--- config.mk ---
export PLATFORM = sky130hd
export DESIGN_NAME = sat_mul_arbiter
export DESIGN_NICKNAME = d
export VERILOG_FILES = /design/src/rtl/sat_mul_pkg.sv /design/src/rtl/sat_mul4.sv /design/src/rtl/sat_mul_arbiter.sv
export SDC_FILE = /design/constraint.sdc
export NUM_CORES = 1
export LEC_CHECK = 0
export ABC_AREA = 1
export BUFFER_PORTS_ARGS = -buffer_cell sky130_fd_sc_hd__buf_2
export CAP_MARGIN = 10
export CORE_UTILIZATION = 25
export CTS_BUF_LIST = sky130_fd_sc_hd__clkbuf_4
export DETAILED_ROUTE_END_ITERATION = 10
export PLACE_DENSITY_LB_ADDON = 0.08
export SLEW_MARGIN = 10
export SYNTH_ARGS = -nofsm -noshare
export SYNTH_HDL_FRONTEND = slang
export SYNTH_HIERARCHICAL = 1
export SYNTH_SLANG_ARGS = --single-unit
--- constraint.sdc ---
create_clock -name clk -period 5.35 [get_ports clk]
set_input_delay 0.535 -clock clk [delete_from_list [all_inputs] [get_ports clk]]
set_output_delay 0.535 -clock clk [all_outputs]
set_load 0.02 [all_outputs]
--- src/rtl/sat_mul_pkg.sv ---
`default_nettype none
// ============================================================================
// Module      : sat_mul_pkg
// Description : Shared widths, saturation limits and the 4x4 signed
//               saturating multiply helper for the shared multiplier arbiter.
// Revision    : 1.0 - initial release
// ============================================================================
package sat_mul_pkg;

    localparam int OP_W    = 4;
    localparam int RES_W   = 6;
    localparam int SAT_MAX = 31;
    localparam int SAT_MIN = -32;

    // Returns {sat, data}; the 8-bit product cannot overflow for 4-bit operands.
    function automatic logic [RES_W:0] sat_mul_calc(
        input logic [OP_W-1:0] a,
        input logic [OP_W-1:0] b
    );
        logic signed [2*OP_W-1:0] v_a;
        logic signed [2*OP_W-1:0] v_b;
        logic signed [2*OP_W-1:0] v_p;
        v_a = {{OP_W{a[OP_W-1]}}, a};
        v_b = {{OP_W{b[OP_W-1]}}, b};
        v_p = v_a * v_b;
        if (v_p > SAT_MAX) begin
            return {1'b1, RES_W'(SAT_MAX)};
        end else if (v_p < SAT_MIN) begin
            return {1'b1, RES_W'(SAT_MIN)};
        end else begin
            return {1'b0, v_p[RES_W-1:0]};
        end
    endfunction

endpackage : sat_mul_pkg
`default_nettype wire

--- src/rtl/sat_mul4.sv ---
`default_nettype none
// ============================================================================
// Module      : sat_mul4
// Description : Combinational 4x4 signed multiplier saturating to 6 bits.
// Revision    : 1.0 - initial release
// ============================================================================
module sat_mul4
    import sat_mul_pkg::*;
(
    input  logic [OP_W-1:0]  a,
    input  logic [OP_W-1:0]  b,
    output logic [RES_W-1:0] c,
    output logic             sat
);

    assign {sat, c} = sat_mul_calc(a, b);

endmodule : sat_mul4
`default_nettype wire

--- src/rtl/sat_mul_arbiter.sv ---
`default_nettype none
// ============================================================================
// Module      : sat_mul_arbiter
// Description : Round-robin scheduler sharing one saturating 4x4 multiplier
//               among NREQ requesters, with a registered tagged response.
//               Optional saturation counter: define SAT_MUL_ARB_STATS_EN.
// Revision    : 1.0 - initial release
// ============================================================================
module sat_mul_arbiter
    import sat_mul_pkg::*;
#(
    parameter int NREQ   = 4,
    parameter int ID_W   = $clog2(NREQ),
    parameter int STAT_W = 16
) (
    input  logic                 clk,
    input  logic                 rst,
    input  logic [NREQ-1:0]      req_valid,
    input  logic [OP_W*NREQ-1:0] req_a,
    input  logic [OP_W*NREQ-1:0] req_b,
    output logic [NREQ-1:0]      req_ready,
    output logic                 rsp_valid,
    input  logic                 rsp_ready,
    output logic [RES_W-1:0]     rsp_data,
    output logic                 rsp_sat,
`ifdef SAT_MUL_ARB_STATS_EN
    output logic [STAT_W-1:0]    sat_count,
`endif
    output logic [ID_W-1:0]      rsp_id
);

    logic [ID_W-1:0]  r_ptr;
    logic             r_rsp_valid;
    logic [RES_W-1:0] r_rsp_data;
    logic             r_rsp_sat;
    logic [ID_W-1:0]  r_rsp_id;

    logic             w_can_accept;
    logic             w_found;
    logic             w_fire;
    logic [ID_W-1:0]  w_gnt_idx;
    logic [ID_W-1:0]  w_ptr_next;
    logic [NREQ-1:0]  w_req_ready;
    logic [OP_W-1:0]  w_op_a;
    logic [OP_W-1:0]  w_op_b;
    logic [RES_W-1:0] w_prod;
    logic             w_prod_sat;

    // Reset forces the accept path off so no lane sees a spurious ready.
    assign w_can_accept = !rst && (!r_rsp_valid || rsp_ready);

    always_comb begin
        w_found   = 1'b0;
        w_gnt_idx = '0;
        for (int k = 0; k < NREQ; k++) begin
            if (!w_found && req_valid[(int'(r_ptr) + k) % NREQ]) begin
                w_found   = 1'b1;
                w_gnt_idx = ID_W'((int'(r_ptr) + k) % NREQ);
            end
        end
    end

    assign w_fire     = w_can_accept && w_found;
    assign w_ptr_next = (w_gnt_idx == ID_W'(NREQ - 1)) ? '0 : w_gnt_idx + ID_W'(1);

    always_comb begin
        w_req_ready = '0;
        if (w_fire) begin
            w_req_ready[w_gnt_idx] = 1'b1;
        end
    end

    assign w_op_a = req_a[int'(w_gnt_idx) * OP_W +: OP_W];
    assign w_op_b = req_b[int'(w_gnt_idx) * OP_W +: OP_W];

    sat_mul4 u_sat_mul4 (
        .a   (w_op_a),
        .b   (w_op_b),
        .c   (w_prod),
        .sat (w_prod_sat)
    );

    // A new handshake takes priority over draining, giving back-to-back results.
    always_ff @(posedge clk) begin
        if (rst) begin
            r_ptr       <= '0;
            r_rsp_valid <= 1'b0;
            r_rsp_data  <= '0;
            r_rsp_sat   <= 1'b0;
            r_rsp_id    <= '0;
        end else if (w_fire) begin
            r_ptr       <= w_ptr_next;
            r_rsp_valid <= 1'b1;
            r_rsp_data  <= w_prod;
            r_rsp_sat   <= w_prod_sat;
            r_rsp_id    <= w_gnt_idx;
        end else if (rsp_ready) begin
            r_rsp_valid <= 1'b0;
        end
    end

`ifdef SAT_MUL_ARB_STATS_EN
    logic [STAT_W-1:0] r_sat_count;

    // Sticky at all-ones so a long run never wraps back to a small count.
    always_ff @(posedge clk) begin
        if (rst) begin
            r_sat_count <= '0;
        end else if (w_fire && w_prod_sat && (r_sat_count != '1)) begin
            r_sat_count <= r_sat_count + STAT_W'(1);
        end
    end

    assign sat_count = r_sat_count;
`else
    logic w_unused_stat_w;
    assign w_unused_stat_w = (STAT_W > 0);
`endif

    assign req_ready = w_req_ready;
    assign rsp_valid = r_rsp_valid;
    assign rsp_data  = r_rsp_data;
    assign rsp_sat   = r_rsp_sat;
    assign rsp_id    = r_rsp_id;

endmodule : sat_mul_arbiter
`default_nettype wire

# Word-level counts from Yosys, hierarchy flattened
# Index checks and enable logic that the tools add are counted.
# totals
word_cells	67
register_bits	12
inputBits	39
out_inout_bits	14
# op_classes
bitwise_logic	3
n_eq_ne	1
magnitude_cmp	8
shift	2
n_reduce_logical	16
addsub	4
n_mux	27
n_mul	1
# ops
operator	count
indexed part select 16 x 5 -> 4 bit	2
2-to-1 mux 1 bit	14
2-to-1 mux 7 bit	2
< comparator 3 x 4 -> 1 bit (second input constant)	3
2-to-1 mux 2 bit	5
binary-select mux 1 bit (select 2 bit)	4
greater-than comparator 8 x 6 -> 1 bit (second input constant)	1
< comparator 8 x 6 -> 1 bit (second input constant)	1
multiplier 4 x 4 -> 8 bit	1
logical AND 1 bit	6
< comparator 2 x 3 -> 1 bit (second input constant)	2
OR reduction 2 bit	3
zero test 1 bit	5
adder 2 x 1 -> 2 bit (second input constant)	2
adder 2 bit (second input constant)	2
2-to-1 mux 4 bit	1
bitwise AND 1 bit (first input constant)	3
demux 1 bit (select 2 bit)	1
== test 2 bit (second input constant)	1
>= comparator 2 x 1 -> 1 bit (second input constant)	1
nonzero test 2 bit	1
logical OR 1 bit	1

# Logic depth before layout (Yosys ltp)
# Gate-level depths: netlist of the first run.
# logic_depth
word_depth	19
mapped_depth	32
depth_no_buf	32

# Hierarchy
# Netlist of the first run, hierarchy kept.
# by_module_without_submodules
module	area_each_um2	n_inst	seq_area_each_um2	cells_each
sat_mul_arbiter	1144.8	1	240.2	206
sat_mul4	752.0	1	0.0	117

# Worst setup path after synthesis of the first run
# No wires, ideal clock.
# synth_timing
path_kind	input -> register
from	in req_valid[3]
to	reg r_rsp_data[0] (netlist: rsp_data[0])
required_ps	5236
stages	30
path_buffers	1
slack_ps	472
arrival_time_ps	4764
setup_time_ps	114
path_cell_list	inv_1 > nand2_1 > nand3_1 > nand2_2 > inv_1 > nand2_1 > nand2_4 > nand3_4 > buf_6 > nand2_1 > nand3_1 > nand2_1 > inv_1 > or2_2 > fa_1 > fa_1 > fa_1 > inv_1 > ha_1 > fa_1 > nand3_2 > nand3_1 > nand2_1 > nand2_1 > nand2_1 > nand3_2 > nand2_1 > nand2_1 > nand2_1 > nand2_1
# synth_between
elab_chain_cells	17
word_cells_on_any_way	33
cone_classes	1 x mul; 2 x order compare; 2 x shift; 21 x mux; 7 x reduce/logical
# synth_lines
element	line	source
start, declared	sat_mul_arbiter.sv:18	input logic [NREQ-1:0] req_valid,
binary-select mux 1 bit (select 2 bit)	sat_mul_arbiter.sv:56	if (!w_found && req_valid[(int'(r_ptr) + k) % NREQ]) begin
2-to-1 mux 1 bit (implied by the code)	sat_mul_arbiter.sv:56	
2-to-1 mux 1 bit	sat_mul_arbiter.sv:56	
zero test 1 bit	sat_mul_arbiter.sv:56	
logical AND 1 bit	sat_mul_arbiter.sv:56	
2-to-1 mux 1 bit	sat_mul_arbiter.sv:56	
zero test 1 bit	sat_mul_arbiter.sv:56	
logical AND 1 bit	sat_mul_arbiter.sv:56	
[3 not listed]	--	
2-to-1 mux 2 bit *	sat_mul_arbiter.sv:56	
indexed part select 16 x 5 -> 4 bit *	sat_mul_arbiter.sv:74	assign w_op_b = req_b[int'(w_gnt_idx) * OP_W +: OP_W];
via w_op_b[3]	sat_mul_arbiter.sv:45	logic [OP_W-1:0] w_op_b;
multiplier 4 x 4 -> 8 bit *	sat_mul_pkg.sv:25	v_p = v_a * v_b;
< comparator 8 x 6 -> 1 bit	sat_mul_pkg.sv:28	end else if (v_p < SAT_MIN) begin
2-to-1 mux 7 bit	sat_mul_pkg.sv:28	
2-to-1 mux 7 bit *	sat_mul_pkg.sv:26	if (v_p > SAT_MAX) begin
via w_prod[0]	sat_mul_arbiter.sv:46	logic [RES_W-1:0] w_prod;
end signal, assigned	sat_mul_arbiter.sv:94	r_rsp_data <= w_prod;
end, declared	sat_mul_arbiter.sv:34	logic [RES_W-1:0] r_rsp_data;
# The timed path passes the listed nets; every way through them passes the cells marked *. The select of a mux whose other input is x is not followed.
# A chain may end at the register's enable or synchronous reset.

# Worst setup path after layout of the first run
# layout_timing
from	reg r_ptr[0]
to	reg r_rsp_data[4] (netlist: rsp_data[4])
# layout_between
elab_chain_cells	17
word_cells_on_any_way	36
cone_classes	3 x add/sub; 1 x mul; 2 x order compare; 2 x shift; 21 x mux; 7 x reduce/logical
# layout_lines
element	line	source
start, declared	sat_mul_arbiter.sv:32	logic [ID_W-1:0] r_ptr;
start signal, assigned	sat_mul_arbiter.sv:92	r_ptr <= w_ptr_next;
adder 2 x 1 -> 2 bit / binary-select mux 1 bit (select 2 bit) (equally long branches)	sat_mul_arbiter.sv:56, sat_mul_arbiter.sv:58	
binary-select mux 1 bit (select 2 bit) / 2-to-1 mux 1 bit (equally long branches)	sat_mul_arbiter.sv:56	
2-to-1 mux 1 bit (implied by the code)	sat_mul_arbiter.sv:56	
2-to-1 mux 1 bit (implied by the code) / zero test 1 bit (equally long branches)	sat_mul_arbiter.sv:56	
logical AND 1 bit	sat_mul_arbiter.sv:56	
2-to-1 mux 1 bit	sat_mul_arbiter.sv:56	
zero test 1 bit	sat_mul_arbiter.sv:56	
logical AND 1 bit	sat_mul_arbiter.sv:56	
[3 not listed]	--	
2-to-1 mux 2 bit *	sat_mul_arbiter.sv:56	
indexed part select 16 x 5 -> 4 bit *	sat_mul_arbiter.sv:74	
via w_op_b[3]	sat_mul_arbiter.sv:45	
multiplier 4 x 4 -> 8 bit *	sat_mul_pkg.sv:25	
< comparator 8 x 6 -> 1 bit	sat_mul_pkg.sv:28	
2-to-1 mux 7 bit	sat_mul_pkg.sv:28	
2-to-1 mux 7 bit *	sat_mul_pkg.sv:26	
via w_prod[4]	sat_mul_arbiter.sv:46	
# Marked as above.

==> results of run 1 <==
## stage by stage
stage | setup slack, ns | instance area, sq um | instances | util | hold WS, ns
final | 0.396 | 2420 | 487 | 0.332 | 0.463
after global routing | 0.00290 | 2420 | 487 | 0.332 | 0.481
after CTS | 0.196 | 2340 | 482 | 0.321 | 0.462
after detailed placement | 0.0770 | 2320 | 479 | 0.318 | 0.456
after global placement | 0.144 | 2320 | 479 | 0.318 | 0.453
after floorplan | 0.472 | 1900 | 323 | - | 0.519
## sequential cells by signal, indices dropped and copies added (netlist names)
signal and flops:
rsp_valid 1, r_ptr 2, rsp_data 6, rsp_sat 1, rsp_id 2
## cells by family after synthesis
| logic type | synth area share |
|---|---|
| XOR/XNOR | 0.00858 |
| AND/OR/NAND/NOR | 0.491 |
| flip-flops | 0.127 |
| adder cells (fa/ha/maj) | 0.181 |
| AO/OA/AOI/OAI | 0.0330 |
| buffers and inverters | 0.160 |
## synth_stat cells
master,number
clkinv_1,1
nand2_2,5
a21oi_1,5
nand3_1,28
inv_2,4
and2_4,1
xor2_2,1
buf_6,2
fa_1,9
buf_2,2
o21ai_0,3
inv_1,61
nand2_4,1
nor2_1,11
o21ai_4,1
nor2_4,1
nand4_1,16
buf_4,3
nor3_2,1
nand3_2,3
dfxtp_1,12
nand2_1,135
or2_2,1
nand3_4,2
ha_1,13
a31oi_1,1
## how the worst max path moves through the flow
stage,startpoint,endpoint,slack (ns),depth (start not counted)
6_report,r_ptr[0]$_SDFFE_PP0P_,rsp_data[4]$_SDFFE_PP0P_,0.40,30
3_5_place_dp,req_valid[1],rsp_data[4]$_SDFFE_PP0P_,0.08,30
3_3_place_gp,req_valid[3],rsp_data[2]$_SDFFE_PP0P_,0.14,30
4_1_cts,r_ptr[0]$_SDFFE_PP0P_,rsp_data[4]$_SDFFE_PP0P_,0.20,30
2_1_floorplan,req_valid[3],rsp_data[0]$_SDFFE_PP0P_,0.47,30
5_1_grt,r_ptr[0]$_SDFFE_PP0P_,rsp_data[3]$_SDFFE_PP0P_,0.003,27
## layout make-up
type,instances,area (sq um)
fillers,863,4870
multi-input cells,239,1400
repair buffers,68,382
inverters,66,250
flip-flops and latches,12,243
well taps,99,124
clock buffers,3,22.5
## routing by layer
layer,global-route usage,up-vias,wire [um]
li1,-,1126,-
met1,0.187,905,2580
met2,0.227,46,2220
met3,0.00831,4,179
met4,0.0346,0,32
met5,0,-,0
## what timing repair did
item | 4_1_cts | 5_1_grt
setup endpoints to repair | 0 | 6
resized for setup | 0 | 12
hold buffers | 0 | 0
setup buffers | 0 | 4
## worst max-delay path, delay by kind of cell, from the launching register on
| kind | cells | cell delay, ns |
|---|---|---|
| flip-flops | 1 | 0.38 |
| AO/OA/AOI/OAI | 1 | 0.09 |
| adder cells (fa/ha/maj) | 5 | 2.11 |
| AND/OR/NAND/NOR | 20 | 1.84 |
| buffers and inverters | 4 | 0.43 |
==> metrics.cfg, run 1 <==
[sta]
relSlewSlack=0.808
period_needed_ns=4.95
worst_clock_skew_ns=0.00610
tns_ns=0
setup_viol=0
hold_violations=0
slew_violations=0
fin_crit_sh=0.926
tightest_slew_ns=0.287
fmaxAchievable_mhz=202
rsz0062_at_grt=no

[yosys]
ys_types=26
ys_seq_area_frac=0.127
synth.net_count=384
avgSynthCellArea_sq_um=5.87
synth_area_leaders=nand2_1, dfxtp_1, inv_1, fa_1, ha_1
yosysTopAreaCell=nand2_1
syn_inst=323
syn_area_sq_um=1900
yosysTopAreaCellShare=0.267
ys_seq_elements=12
yosysWarnings=6

[setup_path]
worstSetupStartpointType=register
r2r_setup_slack_ns=0.40
slowest_stage=fa_1
cp_common_cell=nand2_1
cp-end-kind=register
cpPeakStageDelay_ns=0.57
timing.rr.end=rsp_data[4]$_SDFFE_PP0P_
crit_arrival_ns=5.12
required_ns=5.52
critPathMaxFanout=12
crit_type=reg -> reg
ff2ff_path_depth=30
reg2reg_from=r_ptr[0]$_SDFFE_PP0P_

[placed_design]
dp.final_hpwl_mm=4.15
gp_routability_congestion=0.847
port_buffers=52

[final_layout]
areaGrowthSynthToFinish_pct=27.6
drive_above_1_share=0.258
fin_nets=451
mostFrequentLayoutCells=nand2_1, inv_1, buf_2
num_antenna_cells=0
final_common_cell=nand2_1

[route]
drt-initial-drc-count=46
wl_per_cell_um=10.3
num_vias=2081
ant_nets=0
viasPerCell=4.27
routed_wl_mm=5.01
firstDrtPassIters=4
drcViolationCount=0

[grt]
grt_usage=0.135
antenna_found_initial=0
grt_overflow=0
grt_pass1_wl_mm=8.55
grt_pass1_vias=1953
grt_max_degree=16

[floorplanning]
start_util=0.260
ios=53
dieArea_sq_um=7940
fp.dieH_um=89.1
fp-row-count=31
dieWidth_um=89.1
core-area_sq_um=7290

[cts]
clkTransAtPathRegs_ns=0.07
cts_max_path_buffers=2
cts_tree=done
cts_sinks=12
clkLatencyLatePin_ns=0.27
cts_root_buf=clkbuf_4
cts_made_buffers=3
htreeDepth=1

[hold_path]
min_to=rsp_data[0]$_SDFFE_PP0P_
hold_path_class=reg -> reg
worstHoldPathCells=2
min_from=rsp_data[0]$_SDFFE_PP0P_

[job]
drv_cap=0

[status]
status=completed

Power of run 1 is left out: the tool's default activity adds up to more than one toggle a clock period on the data nets, which glitch-free logic cannot reach.
==> inputs of run 2 (changes only) <==
--- a/config.mk
+++ b/config.mk
@@ -8,11 +8,12 @@
 export ABC_AREA = 1
 export BUFFER_PORTS_ARGS = -buffer_cell sky130_fd_sc_hd__buf_2
 export CAP_MARGIN = 10
-export CORE_UTILIZATION = 25
+export CORE_UTILIZATION = 55
 export CTS_BUF_LIST = sky130_fd_sc_hd__clkbuf_4
+export CTS_CLUSTER_SIZE = 16
 export DETAILED_ROUTE_END_ITERATION = 10
 export PLACE_DENSITY_LB_ADDON = 0.08
-export SLEW_MARGIN = 10
+export SLEW_MARGIN = 20
 export SYNTH_ARGS = -nofsm -noshare
 export SYNTH_HDL_FRONTEND = slang
 export SYNTH_HIERARCHICAL = 1
==> metrics.cfg, run 2 (synthesis results as in run 1) <==
[status]
status=completed

[floorplanning]
fp.dieH_um=60.7  ; -32%
core-area_sq_um=3150  ; -57%
ios=53  ; unchanged
dieWidth_um=60.7  ; -32%
dieArea_sq_um=3690  ; -54%
start_util=0.602  ; +0.341
fp-row-count=20  ; -35%

[setup_path]
crit_type=reg -> reg
critPathMaxFanout=10  ; -2
ff2ff_path_depth=30  ; unchanged
timing.rr.end=rsp_data[2]$_SDFFE_PP0P_
reg2reg_from=r_ptr[0]$_SDFFE_PP0P_
r2r_setup_slack_ns=0.34  ; -0.06 ns
slowest_stage=fa_1
cpPeakStageDelay_ns=0.56  ; about the same
required_ns=5.51  ; about the same
worstSetupStartpointType=register
cp_common_cell=nand2_1
cp-end-kind=register
crit_arrival_ns=5.18  ; +0.06 ns

[job]
drv_cap=0  ; unchanged

[final_layout]
num_antenna_cells=0  ; unchanged
fin_nets=451  ; unchanged
largest_register_ff_count=6  ; unchanged
areaGrowthSynthToFinish_pct=25.3
drive_above_1_share=0.271  ; +0.0129
mostFrequentLayoutCells=nand2_1, inv_1, buf_2
final_common_cell=nand2_1

[hold_path]
worstHoldPathCells=2  ; unchanged
min_from=rst
hold_path_class=in -> reg
min_to=r_ptr[0]$_SDFFE_PP0P_

[cts]
clkTransAtPathRegs_ns=0.07  ; about the same
cts_tree=done
cts_max_path_buffers=2  ; unchanged
cts_sinks=12  ; unchanged
cts_root_buf=clkbuf_4
clkLatencyLatePin_ns=0.27  ; about the same
htreeDepth=1  ; unchanged
cts_made_buffers=3  ; unchanged

[sta]
tightest_slew_ns=0.331  ; +0.0441 ns
tns_ns=0  ; unchanged
slew_violations=0  ; unchanged
fin_crit_sh=0.937  ; +0.0106
hold_violations=0  ; unchanged
fmaxAchievable_mhz=200  ; -1.1%
worst_clock_skew_ns=0.000430  ; -0.00567 ns
setup_viol=0  ; unchanged
period_needed_ns=5.01  ; +0.0566 ns
relSlewSlack=0.778  ; -0.0297

[route]
firstDrtPassIters=4  ; unchanged
num_vias=2155  ; +3.6%
wl_per_cell_um=9.86  ; -4.1%
routed_wl_mm=4.26  ; -15%
drt-initial-drc-count=148  ; +220%
ant_nets=0  ; unchanged
drcViolationCount=0  ; unchanged
viasPerCell=4.99  ; +17%

[grt]
grt_pass1_wl_mm=6.73  ; -21%
antenna_found_initial=0  ; unchanged
grt_usage=0.236  ; +0.101
grt_pass1_vias=1765  ; -9.6%
grt_max_degree=18  ; +2
grt_overflow=0  ; unchanged

[placed_design]
gp_routability_congestion=0.883  ; +4.2%
port_buffers=52  ; unchanged
dp.final_hpwl_mm=3.25  ; -22%

run 2: routing by layer:
metal | track usage | wire, um | share of wire
met3 | 0.0171 | 231 | 0.054
met2 | 0.436 | 2020 | 0.47
met5 | 0 | 0 | 0
met1 | 0.292 | 1940 | 0.46
met4 | 0.0682 | 72 | 0.017
run 2: layout make-up:
cell class / count / area [sq um]
clock buffer: 3 / 22.5
fill: 274 / 777
inverter: 66 / 250
multi-input combinational: 241 / 1440
sequential: 12 / 244
tap: 44 / 55.1
timing repair buffer: 66 / 369
run 2: stage by stage:
stage / setup slack [ns] / utilization / cells / hold WS (ns) / instance area (sq um)
after floorplan: 0.472 / - / 323 / 0.519 / 1900
after detailed placement: 0.111 / 0.703 / 420 / 0.455 / 2220
final: 0.339 / 0.754 / 432 / 0.460 / 2380
after global placement: 0.210 / 0.703 / 420 / 0.448 / 2220
after CTS: 0.182 / 0.710 / 423 / 0.464 / 2240
after global routing: -0.0173 / 0.754 / 432 / 0.451 / 2380
run 2: critical path, delay by kind of cell, from the launching register on:
kind,cells,cell delay [ns]
adders and majority gates,5,2.15
buffers and inverters,4,0.42
and+or+nand+nor,20,1.89
DFF,1,0.39
AOI/OAI and AO/OA,1,0.09
run 2: worst max path at each step:
stage                          startpoint                        to  slack [ns]  cells after the start
finish              r_ptr[0]$_SDFFE_PP0P_  rsp_data[2]$_SDFFE_PP0P_        0.34                     30
floorplan                    req_valid[3]  rsp_data[0]$_SDFFE_PP0P_        0.47                     30
global route        r_ptr[0]$_SDFFE_PP0P_  rsp_data[3]$_SDFFE_PP0P_       -0.02                     30
global placement             req_valid[1]  rsp_data[2]$_SDFFE_PP0P_        0.21                     28
detailed placement           req_valid[0]  rsp_data[2]$_SDFFE_PP0P_        0.11                     30
CTS                 r_ptr[0]$_SDFFE_PP0P_  rsp_data[2]$_SDFFE_PP0P_        0.18                     29
run 2: timing repair:
| item | CTS | global route |
|---|---|---|
| endpoints found under the setup margin | 0 | 6 |
| hold buffers | 0 | 0 |
| buffers inserted | 0 | 6 |
| resized for setup | 0 | 18 |
Power of run 2 is left out for the same reason.
